===== src/rtl/expand1_pkg.sv =====
// ----------------------------------------------------------------------------
// expand1_pkg
// Shared constants and helpers for the fire3/expand1 post-accumulator stage.
//   NUM_CH  : channels per pixel (depth of the bias table)
//   DATA_W  : bias word width and output width
//   ACC_W   : accumulator width (two's complement)
//   CH_W    : channel index width
//   SUM_W   : bias-add width, one bit wider than the accumulator so the add
//             can never wrap
//   sm_to_tc: sign-magnitude bias word -> two's complement, one bit wider
// ----------------------------------------------------------------------------
package expand1_pkg;

   localparam int NUM_CH = 64;
   localparam int DATA_W = 16;
   localparam int ACC_W  = 32;
   localparam int CH_W   = $clog2(NUM_CH);
   localparam int SUM_W  = ACC_W + 1;

   localparam logic [CH_W-1:0] LAST_CH = CH_W'(NUM_CH - 1);

   // Bias words carry a sign bit at the MSB and a magnitude below it. The
   // result is one bit wider so that the full magnitude range fits after
   // negation. Negative zero (sign set, magnitude 0) naturally maps to 0.
   function automatic logic signed [DATA_W:0] sm_to_tc(input logic [DATA_W-1:0] sm);
      logic signed [DATA_W:0] mag;
      mag = {2'b00, sm[DATA_W-2:0]};
      return sm[DATA_W-1] ? -mag : mag;
   endfunction

endpackage


===== src/rtl/expand1_bias_relu_relu_sat.sv =====
// ----------------------------------------------------------------------------
// relu_sat
// Combinational output conditioning: arithmetic right shift of the biased
// sum, ReLU, then saturation to the largest positive DATA_W value.
// Ports:
//   sum_i  : signed biased accumulator sum (SUM_W bits)
//   data_o : conditioned result, always in [0, 2^(DATA_W-1)-1]
// Parameters:
//   SHIFT  : arithmetic right shift amount applied before ReLU
// ----------------------------------------------------------------------------
module relu_sat
   import expand1_pkg::*;
#(
   parameter int SHIFT = 0
) (
   input  logic signed [SUM_W-1:0] sum_i,
   output logic [DATA_W-1:0]       data_o
);

   localparam logic signed [SUM_W-1:0] MAX_POS = SUM_W'((1 << (DATA_W - 1)) - 1);

   logic signed [SUM_W-1:0] shifted;

   // Signed operand, so >>> replicates the sign bit and rounds toward -inf.
   assign shifted = sum_i >>> SHIFT;

   always_comb begin
      data_o = shifted[DATA_W-1:0];
      if (shifted[SUM_W-1]) begin
         data_o = '0;
      end else if (shifted > MAX_POS) begin
         data_o = {1'b0, {(DATA_W - 1){1'b1}}};
      end
   end

endmodule


===== src/rtl/expand1_bias_relu.sv =====
// ----------------------------------------------------------------------------
// expand1_bias_relu
// Post-accumulator stage for fire3/expand1. Each accepted accumulator beat
// gets its channel bias (sign-magnitude from the bias ROM) added, then is
// shifted, ReLU'd and saturated to DATA_W before being sent downstream.
// Beats arrive channel-major: ch 0..NUM_CH-1 of one pixel, then the next.
//
// Two register stages: S1 holds the biased sum, S2 holds the output.
// Latency is two cycles from accept to out_valid_o; one beat per cycle is
// sustained and backpressure stalls the whole pipe without loss.
//
// Ports:
//   clk_i        clock, rising edge
//   rst_i        asynchronous active-high reset
//   start_i      pulse: clears the channel counter and error flag
//   bias_mem_i   NUM_CH bias words, channel c at [c*DATA_W +: DATA_W]
//   acc_data_i   signed accumulator sum
//   acc_valid_i  acc_data_i is valid
//   acc_last_i   beat is the final channel of a pixel
//   acc_ready_o  stage can accept a beat
//   out_data_o   ReLU'd, saturated result (non-negative)
//   out_ch_o     channel index of out_data_o
//   out_last_o   out_ch_o is the last channel
//   out_valid_o  out_data_o is valid
//   out_ready_i  downstream accepts the beat
//   err_o        sticky: acc_last_i disagreed with the channel counter
// Parameters:
//   ACC_SHIFT    arithmetic right shift applied after the bias add
// ----------------------------------------------------------------------------
module expand1_bias_relu
   import expand1_pkg::*;
#(
   parameter int ACC_SHIFT = 0
) (
   input  logic                       clk_i,
   input  logic                       rst_i,
   input  logic                       start_i,
   input  logic [NUM_CH*DATA_W-1:0]   bias_mem_i,
   input  logic [ACC_W-1:0]           acc_data_i,
   input  logic                       acc_valid_i,
   input  logic                       acc_last_i,
   output logic                       acc_ready_o,
   output logic [DATA_W-1:0]          out_data_o,
   output logic [CH_W-1:0]            out_ch_o,
   output logic                       out_last_o,
   output logic                       out_valid_o,
   input  logic                       out_ready_i,
   output logic                       err_o
);

   // ------------------------------------------------------------------
   // Bias table view
   // ------------------------------------------------------------------
   logic [DATA_W-1:0] bias_word [NUM_CH];

   for (genvar gi = 0; gi < NUM_CH; gi++) begin : g_bias_unpack
      assign bias_word[gi] = bias_mem_i[gi*DATA_W +: DATA_W];
   end

   // ------------------------------------------------------------------
   // State
   // ------------------------------------------------------------------
   logic [CH_W-1:0]         ch_cnt_q,    ch_cnt_d;
   logic                    err_q,       err_d;

   logic                    s1_valid_q,  s1_valid_d;
   logic signed [SUM_W-1:0] s1_sum_q,    s1_sum_d;
   logic [CH_W-1:0]         s1_ch_q,     s1_ch_d;

   logic                    out_valid_q, out_valid_d;
   logic [DATA_W-1:0]       out_data_q,  out_data_d;
   logic [CH_W-1:0]         out_ch_q,    out_ch_d;
   logic                    out_last_q,  out_last_d;

   // ------------------------------------------------------------------
   // Handshake
   // ------------------------------------------------------------------
   logic s2_adv;
   logic s1_adv;
   logic acc_ready;
   logic accept;

   // S2 moves whenever its slot is empty or being drained; S1 follows S2,
   // which keeps the pipe full under backpressure without bubbles.
   assign s2_adv    = !out_valid_q || out_ready_i;
   assign s1_adv    = s2_adv;
   assign acc_ready = !s1_valid_q || s1_adv;
   assign accept    = acc_valid_i && acc_ready;

   // ------------------------------------------------------------------
   // Bias selection and add
   // ------------------------------------------------------------------
   logic [CH_W-1:0]         beat_ch;
   logic signed [DATA_W:0]  bias_tc;
   logic signed [SUM_W-1:0] acc_ext;
   logic signed [SUM_W-1:0] bias_ext;
   logic signed [SUM_W-1:0] beat_sum;

   // A start pulse coinciding with a beat forces that beat onto channel 0.
   assign beat_ch  = start_i ? '0 : ch_cnt_q;
   assign bias_tc  = sm_to_tc(bias_word[beat_ch]);
   assign acc_ext  = {acc_data_i[ACC_W-1], acc_data_i};
   assign bias_ext = {{(SUM_W - DATA_W - 1){bias_tc[DATA_W]}}, bias_tc};
   assign beat_sum = acc_ext + bias_ext;

   // ------------------------------------------------------------------
   // Channel counter and alignment error
   // ------------------------------------------------------------------
   always_comb begin
      ch_cnt_d = ch_cnt_q;
      err_d    = err_q;
      if (start_i) begin
         // start overrides any beat on the same edge, including its check
         ch_cnt_d = '0;
         err_d    = 1'b0;
      end else if (accept) begin
         if (acc_last_i) begin
            // last always resyncs to channel 0, even when misplaced
            if (ch_cnt_q != LAST_CH) begin
               err_d = 1'b1;
            end
            ch_cnt_d = '0;
         end else if (ch_cnt_q == LAST_CH) begin
            err_d    = 1'b1;
            ch_cnt_d = '0;
         end else begin
            ch_cnt_d = ch_cnt_q + CH_W'(1);
         end
      end
   end

   // ------------------------------------------------------------------
   // S1: biased sum
   // ------------------------------------------------------------------
   always_comb begin
      s1_valid_d = s1_valid_q;
      s1_sum_d   = s1_sum_q;
      s1_ch_d    = s1_ch_q;
      if (acc_ready) begin
         s1_valid_d = acc_valid_i;
         if (acc_valid_i) begin
            s1_sum_d = beat_sum;
            s1_ch_d  = beat_ch;
         end
      end
   end

   // ------------------------------------------------------------------
   // S2: conditioned output
   // ------------------------------------------------------------------
   logic [DATA_W-1:0] relu_data;

   relu_sat #(
      .SHIFT (ACC_SHIFT)
   ) u_relu_sat (
      .sum_i  (s1_sum_q),
      .data_o (relu_data)
   );

   always_comb begin
      out_valid_d = out_valid_q;
      out_data_d  = out_data_q;
      out_ch_d    = out_ch_q;
      out_last_d  = out_last_q;
      if (s2_adv) begin
         out_valid_d = s1_valid_q;
         if (s1_valid_q) begin
            out_data_d = relu_data;
            out_ch_d   = s1_ch_q;
            out_last_d = (s1_ch_q == LAST_CH);
         end
      end
   end

   // ------------------------------------------------------------------
   // Registers
   // ------------------------------------------------------------------
   always_ff @(posedge clk_i or posedge rst_i) begin
      if (rst_i) begin
         ch_cnt_q    <= '0;
         err_q       <= 1'b0;
         s1_valid_q  <= 1'b0;
         s1_sum_q    <= '0;
         s1_ch_q     <= '0;
         out_valid_q <= 1'b0;
         out_data_q  <= '0;
         out_ch_q    <= '0;
         out_last_q  <= 1'b0;
      end else begin
         ch_cnt_q    <= ch_cnt_d;
         err_q       <= err_d;
         s1_valid_q  <= s1_valid_d;
         s1_sum_q    <= s1_sum_d;
         s1_ch_q     <= s1_ch_d;
         out_valid_q <= out_valid_d;
         out_data_q  <= out_data_d;
         out_ch_q    <= out_ch_d;
         out_last_q  <= out_last_d;
      end
   end

   // ------------------------------------------------------------------
   // Outputs
   // ------------------------------------------------------------------
   assign acc_ready_o = acc_ready;
   assign out_data_o  = out_data_q;
   assign out_ch_o    = out_ch_q;
   assign out_last_o  = out_last_q;
   assign out_valid_o = out_valid_q;
   assign err_o       = err_q;

endmodule


===== config.mk =====
export PLATFORM = sky130hd
export DESIGN_NAME = expand1_bias_relu
export DESIGN_NICKNAME = d
export VERILOG_FILES = /design/src/rtl/expand1_pkg.sv /design/src/rtl/expand1_bias_relu_relu_sat.sv /design/src/rtl/expand1_bias_relu.sv
export SDC_FILE = /design/constraint.sdc
export NUM_CORES = 1
export LEC_CHECK = 0
export ABC_AREA = 1
export BUFFER_PORTS_ARGS = -buffer_cell sky130_fd_sc_hd__buf_2
export CORE_AREA = 5 5 418 420
export DETAILED_ROUTE_END_ITERATION = 8
export DIE_AREA = 0 0 423 425
export PLACE_DENSITY = 0.3
export SYNTH_ARGS = -nofsm -noshare
export SYNTH_HDL_FRONTEND = slang
export SYNTH_SLANG_ARGS = --single-unit

===== constraint.sdc =====
create_clock -name clk_i -period 6.7 [get_ports clk_i]
set_clock_uncertainty 0.2 [all_clocks]
set_input_delay 0 -clock clk_i [delete_from_list [all_inputs] [get_ports clk_i]]
set_output_delay 0 -clock clk_i [all_outputs]
set_load 0.05 [all_outputs]

=== Yosys cells after proc, flatten, opt, wreduce, memory -nomap -nowiden ===
Index checks and enable logic that the tools add are counted.

* Flip-flop bits (word level): 71
* Bits in latches: 0
* Memory bits (writable): 0
* ROM bits: 0
* Bits of input ports: 1062
* Output and inout port bits: 26
* Word-level logic and storage cells: 45
* Memories: 0

* Add/subtract/negate cells: 3
* Multipliers: 0
* Div/mod/pow operators: 0
* $lt $le $gt $ge: 2
* Equal/unequal tests: 4
* Shift operators: 0
* Mux-type cells: 16
* Bitwise operators: 1
* Reduce and logical (&&, ||, !) cells: 10

{| class="wikitable"
|+ Operators with widths
! kind !! count
|-
| 16-bit binary-select mux with 6-bit select || 1
|-
| 16-bit 2-to-1 mux || 4
|-
| 32-bit by 17-bit adder with 33-bit output || 1
|-
| 33-bit by 16-bit > comparator with 1-bit output (second input constant) || 1
|-
| 6-bit 2-to-1 mux || 5
|-
| 17-bit 2-to-1 mux || 1
|-
| 15-bit negator with 17-bit output || 1
|-
| 6-bit == test (second input constant) || 2
|-
| 7-bit greater-or-equal comparator (second input constant) || 1
|-
| 6-bit inverter with 7-bit output || 1
|-
| 6-bit by 1-bit adder with 6-bit output (second input constant) || 1
|-
| 6-bit != test (second input constant) || 1
|-
| 1-bit 2-to-1 mux || 5
|-
| 2-bit AND reduction || 2
|-
| 3-bit by 2-bit != test with 1-bit output (second input constant) || 1
|-
| 3-bit AND reduction || 1
|-
| 3-bit nonzero test || 1
|-
| 1-bit logical NOT || 2
|-
| 1-bit logical OR || 2
|-
| 2-bit nonzero test || 1
|-
| 1-bit logical AND || 1
|}

=== Logic depth before layout (Yosys ltp) ===
* Depth in word-level cells: 8
* Mapped depth: 41
* Depth with buffers taken out: 36

=== Cells and area by module ===
Synthesis repeated with hierarchy kept, for this count alone.

* Cell total of the unflattened synthesis: 3412
* Area total of the unflattened synthesis: 17344.1 sq um

{| class="wikitable"
|+ Modules (own cells, without submodules)
! module !! times used !! cells each !! area each (sq um) !! seq. area each (sq um)
|-
| expand1_bias_relu || 1 || 3318 || 16961.3 || 1776.7
|-
| relu_sat || 1 || 94 || 382.9 || 0.0
|}

=== Worst setup path after synthesis ===
Ideal clock, no wire load.

* Path kind: register to register
* From: register ch_cnt_q[0]
* To: register s1_sum_q[24]
* Setup time: 0.117 ns
* Data arrival time: 4.936 ns
* Required time: 6.383 ns
* Path slack: 1.446 ns
* Stages on the path, launching flop included: 34
* Path buffers: 5
* Period minus slack after synthesis: 5.254 ns
* Cells stage by stage: dfrtp_1 -> buf_4 -> inv_2 -> nor2_8 -> buf_4 -> buf_2 -> buf_2 -> buf_1 -> o211ai_1 -> o311ai_0 -> o211ai_1 -> nand3_1 -> nand3_1 -> nand2_1 -> inv_1 -> ha_1 -> nand2_1 -> a21boi_0 -> fa_1 -> inv_1 -> a31oi_1 -> o21ai_0 -> a21boi_0 -> o21ai_0 -> a21boi_0 -> o21ai_0 -> nand2_1 -> o21ai_0 -> nand3_1 -> nor2_1 -> nor2_1 -> or2_1 -> nand3_1 -> nand2_1

* Longest elaborated chain between the ends: 8

{| class="wikitable"
|+ RTL lines
! what !! RTL line !! text
|-
| start: declaration || expand1_bias_relu.sv:63 || <nowiki>logic [CH_W-1:0] ch_cnt_q, ch_cnt_d;</nowiki>
|-
| start signal: assignment || expand1_bias_relu.sv:190 || <nowiki>ch_cnt_q <= ch_cnt_d;</nowiki>
|-
| 6-bit 2-to-1 mux * || expand1_bias_relu.sv:100 || <nowiki>assign beat_ch = start_i ? '0 : ch_cnt_q;</nowiki>
|-
| 6-bit inverter with 7-bit output (implied by the code) * || expand1_bias_relu.sv:101 || <nowiki>assign bias_tc = sm_to_tc(bias_word[beat_ch]);</nowiki>
|-
| 16-bit binary-select mux with 6-bit select * || expand1_bias_relu.sv:101 ||
|-
| 16-bit 2-to-1 mux (implied by the code) * (2 in series) || expand1_bias_relu.sv:101 ||
|-
| 15-bit negator with 17-bit output || expand1_pkg.sv:28 || <nowiki>return sm[DATA_W-1] ? -mag : mag;</nowiki>
|-
| 17-bit 2-to-1 mux * || expand1_pkg.sv:28 ||
|-
| 32-bit by 17-bit adder with 33-bit output * || expand1_bias_relu.sv:104 || <nowiki>assign beat_sum = acc_ext + bias_ext;</nowiki>
|-
| end signal: assignment || expand1_bias_relu.sv:193 || <nowiki>s1_sum_q <= s1_sum_d;</nowiki>
|-
| end: declaration || expand1_bias_relu.sv:67 || <nowiki>logic signed [SUM_W-1:0] s1_sum_q, s1_sum_d;</nowiki>
|}

Every way passes the cells marked *; elsewhere a longest branch is shown, timed or not. The select of a mux whose other input is x is not followed.
A chain may end at the register's enable or synchronous reset.

=== Worst setup path after layout ===
* From: register ch_cnt_q[0]
* To: register s1_sum_q[25]

Same word-level chain as after synthesis.

==> impl_metrics.json <==
{
  "run_status": "finished, final reports clean",
  "regToRegStartpoint": "ch_cnt_q[0]",
  "number_of_enable_flip_flop_cells_after_synthesis": 0,
  "yosys.cell_types.count": 52,
  "vdd.ir_drop.worst_mv": 0.104,
  "clockBufferDepth": 2,
  "ys_warn_count": 0,
  "worst-path-max-fanout": 112,
  "vias_per_cell": 3.95,
  "clk_latency_ps": 360,
  "p_clk_share_pct": 17.1,
  "timing.max_cap.violations": 0,
  "largest_net_degree_at_the_start_of_global_routing": 113,
  "floorplan.initialDensity_pct": 9.97,
  "report.power.total_w": 0.00277,
  "p_int_w": 0.00141,
  "number_of_global_route_vias_before_repair": 26500,
  "drt_first_pass_iters": 5,
  "seq_area_frac_synth_pct": 10.4,
  "timing.setup.tns_ps": 0,
  "setup.worst_path.end_class": "flop",
  "rrSetupSlack_ps": 490,
  "gp_routability_congestion": 0.900,
  "min_path_cells": 4,
  "worst_pin_slew_ps": 951,
  "via_count": 26100,
  "synthesis_to_layout_area_growth_pct": 51.8,
  "combinationalPowerShare_pct": 61.8,
  "final.min_clock_period_ps": 6210,
  "timing.fmax_mhz": 161,
  "clock_tree.root_cell": "sky130_fd_sc_hd__clkbuf_16",
  "regToRegEndpoint": "s1_sum_q[25]",
  "globalRoute.totalOverflow": 0,
  "postRouteAntennaNets": 0,
  "cpMaxStageDelayCell": "sky130_fd_sc_hd__dlygate4sd3_1",
  "critical_path.startpoint_type": "flop",
  "netlist_instances": 3338,
  "dpl.hpwl_um": 138000,
  "final_hold_violations": 0,
  "die_width_um": 423,
  "min-delay-path-class": "input pin to flop",
  "worst_path_most_repeated_cell": "sky130_fd_sc_hd__nand2_1",
  "grt_util_all_layers_pct": 17.1,
  "grt_pass1_wl_um": 217000,
  "dominantRegCellSynth": "sky130_fd_sc_hd__dfrtp_1",
  "nets": 5422,
  "core_area_um2": 171000,
  "multiInputGateArea_um2": 11900,
  "netSwitchingFraction_pct": 49.2,
  "i_o_pins": 1088,
  "final_min_period_over_clock_period_pct": 92.6,
  "depth_of_the_most_critical_reg_to_reg_path": 32,
  "rsz0062_at_grt": "false",
  "leakage_nw": 14.3,
  "critical-path-max-stage-delay_ps": 550,
  "num-fill-cells": 20400,
  "cts_inserted_buffers": 9,
  "average_wire_per_cell_in_the_routed_design_um": 24.6,
  "worst_hold_path.endpoint": "s1_sum_q[5]",
  "fp.dieArea_um2": 180000,
  "numClockSinks": 71,
  "syn_area_um2": 17000,
  "drc": 0,
  "final_layout_size_suffix_gt1_share_pct": 30.7,
  "syn-num-nets": 4420,
  "count_of_endpoints_failing_setup_in_the_final_report": 0,
  "clkSlewWorstSetupHoldPaths_ps": 70,
  "worst_ep_required_time_ps": 6760,
  "placement_rows": 152,
  "ws_path_type": "flop to flop",
  "sequentialPowerShare_pct": 21.2,
  "antenna_violations_before_repair": 78,
  "power_density_nw_per_um2": 107,
  "die_height_um": 425,
  "synth.avg_cell_area_um2": 5.10,
  "wire_length_after_detailed_routing_um": 163000,
  "h-tree-depth": 3,
  "hold_start": "acc_data_i[5]",
  "synth_async_sr_flop_share_pct": 100,
  "drv_slew": 0,
  "p_switching_w": 0.00136,
  "timing.max_slew.rel_slack_pct": 36.4,
  "timing.critical_path.arrival_ps": 6260,
  "layout.area.seq_um2": 1780,
  "detailedRoute.firstIterationViolations": 1843,
  "number_of_synthesized_register_bits": 71,
  "place.port_buffers": 1087,
  "cts_tree": "built"
}
## kinds of logic (layout without fill, tap and decap cells)
| group | Yosys count | count (layout) | share of synthesized area (%) |
|---|---|---|---|
| AOI/OAI and AO/OA | 280 | 280 | 11.0 |
| xor gates and xnor gates | 22 | 22 | 1.13 |
| adders and majority gates | 20 | 20 | 1.51 |
| buffers and inverters | 777 | 1783 | 20.0 |
| DFF | 71 | 71 | 10.4 |
| other | 0 | 20 | 0 |
| and+or+nand+nor | 2168 | 2169 | 55.9 |
## repair_timing
action / 4_1_cts / 5_1_grt
endpoints found under the setup margin: 0 / 10
endpoints found under the hold margin: 26 / 0
hold buffers: 14 / 0
gates resized for setup: 0 / 25
setup buffers: 0 / 9
## Yosys cell counts, types with 15 or more instances
cell,instances,area share (%)
sky130_fd_sc_hd__buf_2,91,2.7
sky130_fd_sc_hd__o211ai_1,101,4.5
sky130_fd_sc_hd__buf_6,17,1.1
sky130_fd_sc_hd__nand2_1,1140,25
sky130_fd_sc_hd__nor2_1,108,2.4
sky130_fd_sc_hd__or2_1,15,0.55
sky130_fd_sc_hd__ha_1,19,1.4
sky130_fd_sc_hd__clkbuf_1,49,1.1
sky130_fd_sc_hd__a21oi_1,31,0.91
sky130_fd_sc_hd__buf_4,65,2.9
sky130_fd_sc_hd__or2_2,24,0.88
sky130_fd_sc_hd__nand3_1,810,24
sky130_fd_sc_hd__inv_1,530,12
sky130_fd_sc_hd__o21ai_0,79,2.3
sky130_fd_sc_hd__dfrtp_1,71,10
## how the worst max path moves through the flow
stage	start	endpoint	slack, ps	depth (start not counted)
floorplan	ch_cnt_q[0]	s1_sum_q[24]	1450	33
finish	ch_cnt_q[0]	s1_sum_q[25]	490	32
CTS	ch_cnt_q[0]	s1_sum_q[25]	30	35
detailed placement	ch_cnt_q[0]	s1_sum_q[30]	430	33
global placement	start_i	s1_sum_q[30]	220	36
global route	ch_cnt_q[0]	s1_sum_q[25]	30	38
## registers in the layout, indices dropped and copies added (netlist names), 6 cells and up
name / flops
out_ch_o: 6
s1_ch_q: 6
ch_cnt_q: 6
s1_sum_q: 33
out_data_o: 16
## critical path, delay by kind of cell, from the launching register on
kind | cells | cell delay (ps)
DFF | 1 | 450
and+or+nand+nor | 23 | 3110
buffers and inverters | 5 | 1230
AOI/OAI and AO/OA | 2 | 440
adders and majority gates | 1 | 400
xor gates and xnor gates | 1 | 180
## cells in the final DEF (no fill, tap or decap), types with 7 or more instances in the layout
master and instances:
sky130_fd_sc_hd__buf_2 1087, sky130_fd_sc_hd__nand4_1 8, sky130_fd_sc_hd__nor3_1 10, sky130_fd_sc_hd__nand2_2 21, sky130_fd_sc_hd__xor2_1 14, sky130_fd_sc_hd__inv_2 9
sky130_fd_sc_hd__dlygate4sd3_1 14, sky130_fd_sc_hd__o211ai_1 101, sky130_fd_sc_hd__clkbuf_16 10, sky130_fd_sc_hd__o21ai_0 78, sky130_fd_sc_hd__buf_12 27, sky130_fd_sc_hd__or2_2 24
sky130_fd_sc_hd__dfrtp_1 70, sky130_fd_sc_hd__ha_1 18, sky130_fd_sc_hd__or2_1 15, sky130_fd_sc_hd__o31ai_1 11, sky130_fd_sc_hd__nor2_2 11, sky130_fd_sc_hd__o311ai_0 7
sky130_fd_sc_hd__o221a_2 8, sky130_fd_sc_hd__diode_2 20, sky130_fd_sc_hd__a31oi_1 12, sky130_fd_sc_hd__xnor2_1 8, sky130_fd_sc_hd__nand2_1 1132, sky130_fd_sc_hd__inv_1 527
sky130_fd_sc_hd__nor2_1 106, sky130_fd_sc_hd__a21oi_1 31, sky130_fd_sc_hd__buf_4 91, sky130_fd_sc_hd__nand3_1 805, sky130_fd_sc_hd__a22oi_1 8, sky130_fd_sc_hd__nand2_4 7
sky130_fd_sc_hd__o41ai_1 8
## power groups by stage
stage	Clock, W	Sequential (W)	Combinational [W]
floorplan	0	0.000703	0.000774
global route	0.000506	0.000600	0.00189
CTS	0.000493	0.000588	0.00172
detailed placement	0	0.000595	0.00171
global placement	0	0.000595	0.00172
finish	0.000474	0.000586	0.00171
## through the flow
step	util (%)	area [um2]	hold slack, ps	setup slack (ps)	instances
2_1_floorplan	-	17000	-22.3	1450	3338
3_3_place_gp	14.7	25100	-223	216	6537
3_5_place_dp	14.7	25100	-224	431	6537
4_1_cts	15.0	25500	3.63	30.0	6567
5_1_grt	15.1	25800	42.6	29.2	6587
6_report	15.1	25800	23.4	494	6598
## final cells by class
type | count | share of cell area, %
Multi-Input combinational cell | 2491 | 46.2
Timing Repair Buffer | 1225 | 26.9
Tap cell | 2233 | 10.8
Inverter | 542 | 7.98
Sequential cell | 71 | 6.88
Clock buffer | 10 | 0.886
Antenna cell | 20 | 0.194
Clock inverter | 6 | 0.174
## layer usage
| layer | vias up | wire length, um | track usage, % |
|---|---|---|---|
| met5 | - | 141 | 0 |
| met4 | 26 | 1810 | 1.81 |
| met3 | 135 | 8090 | 2.59 |
| met2 | 879 | 80000 | 30.2 |
| met1 | 12400 | 72500 | 22.6 |
| li1 | 12700 | - | - |
Power figures use the tool's default switching activity.
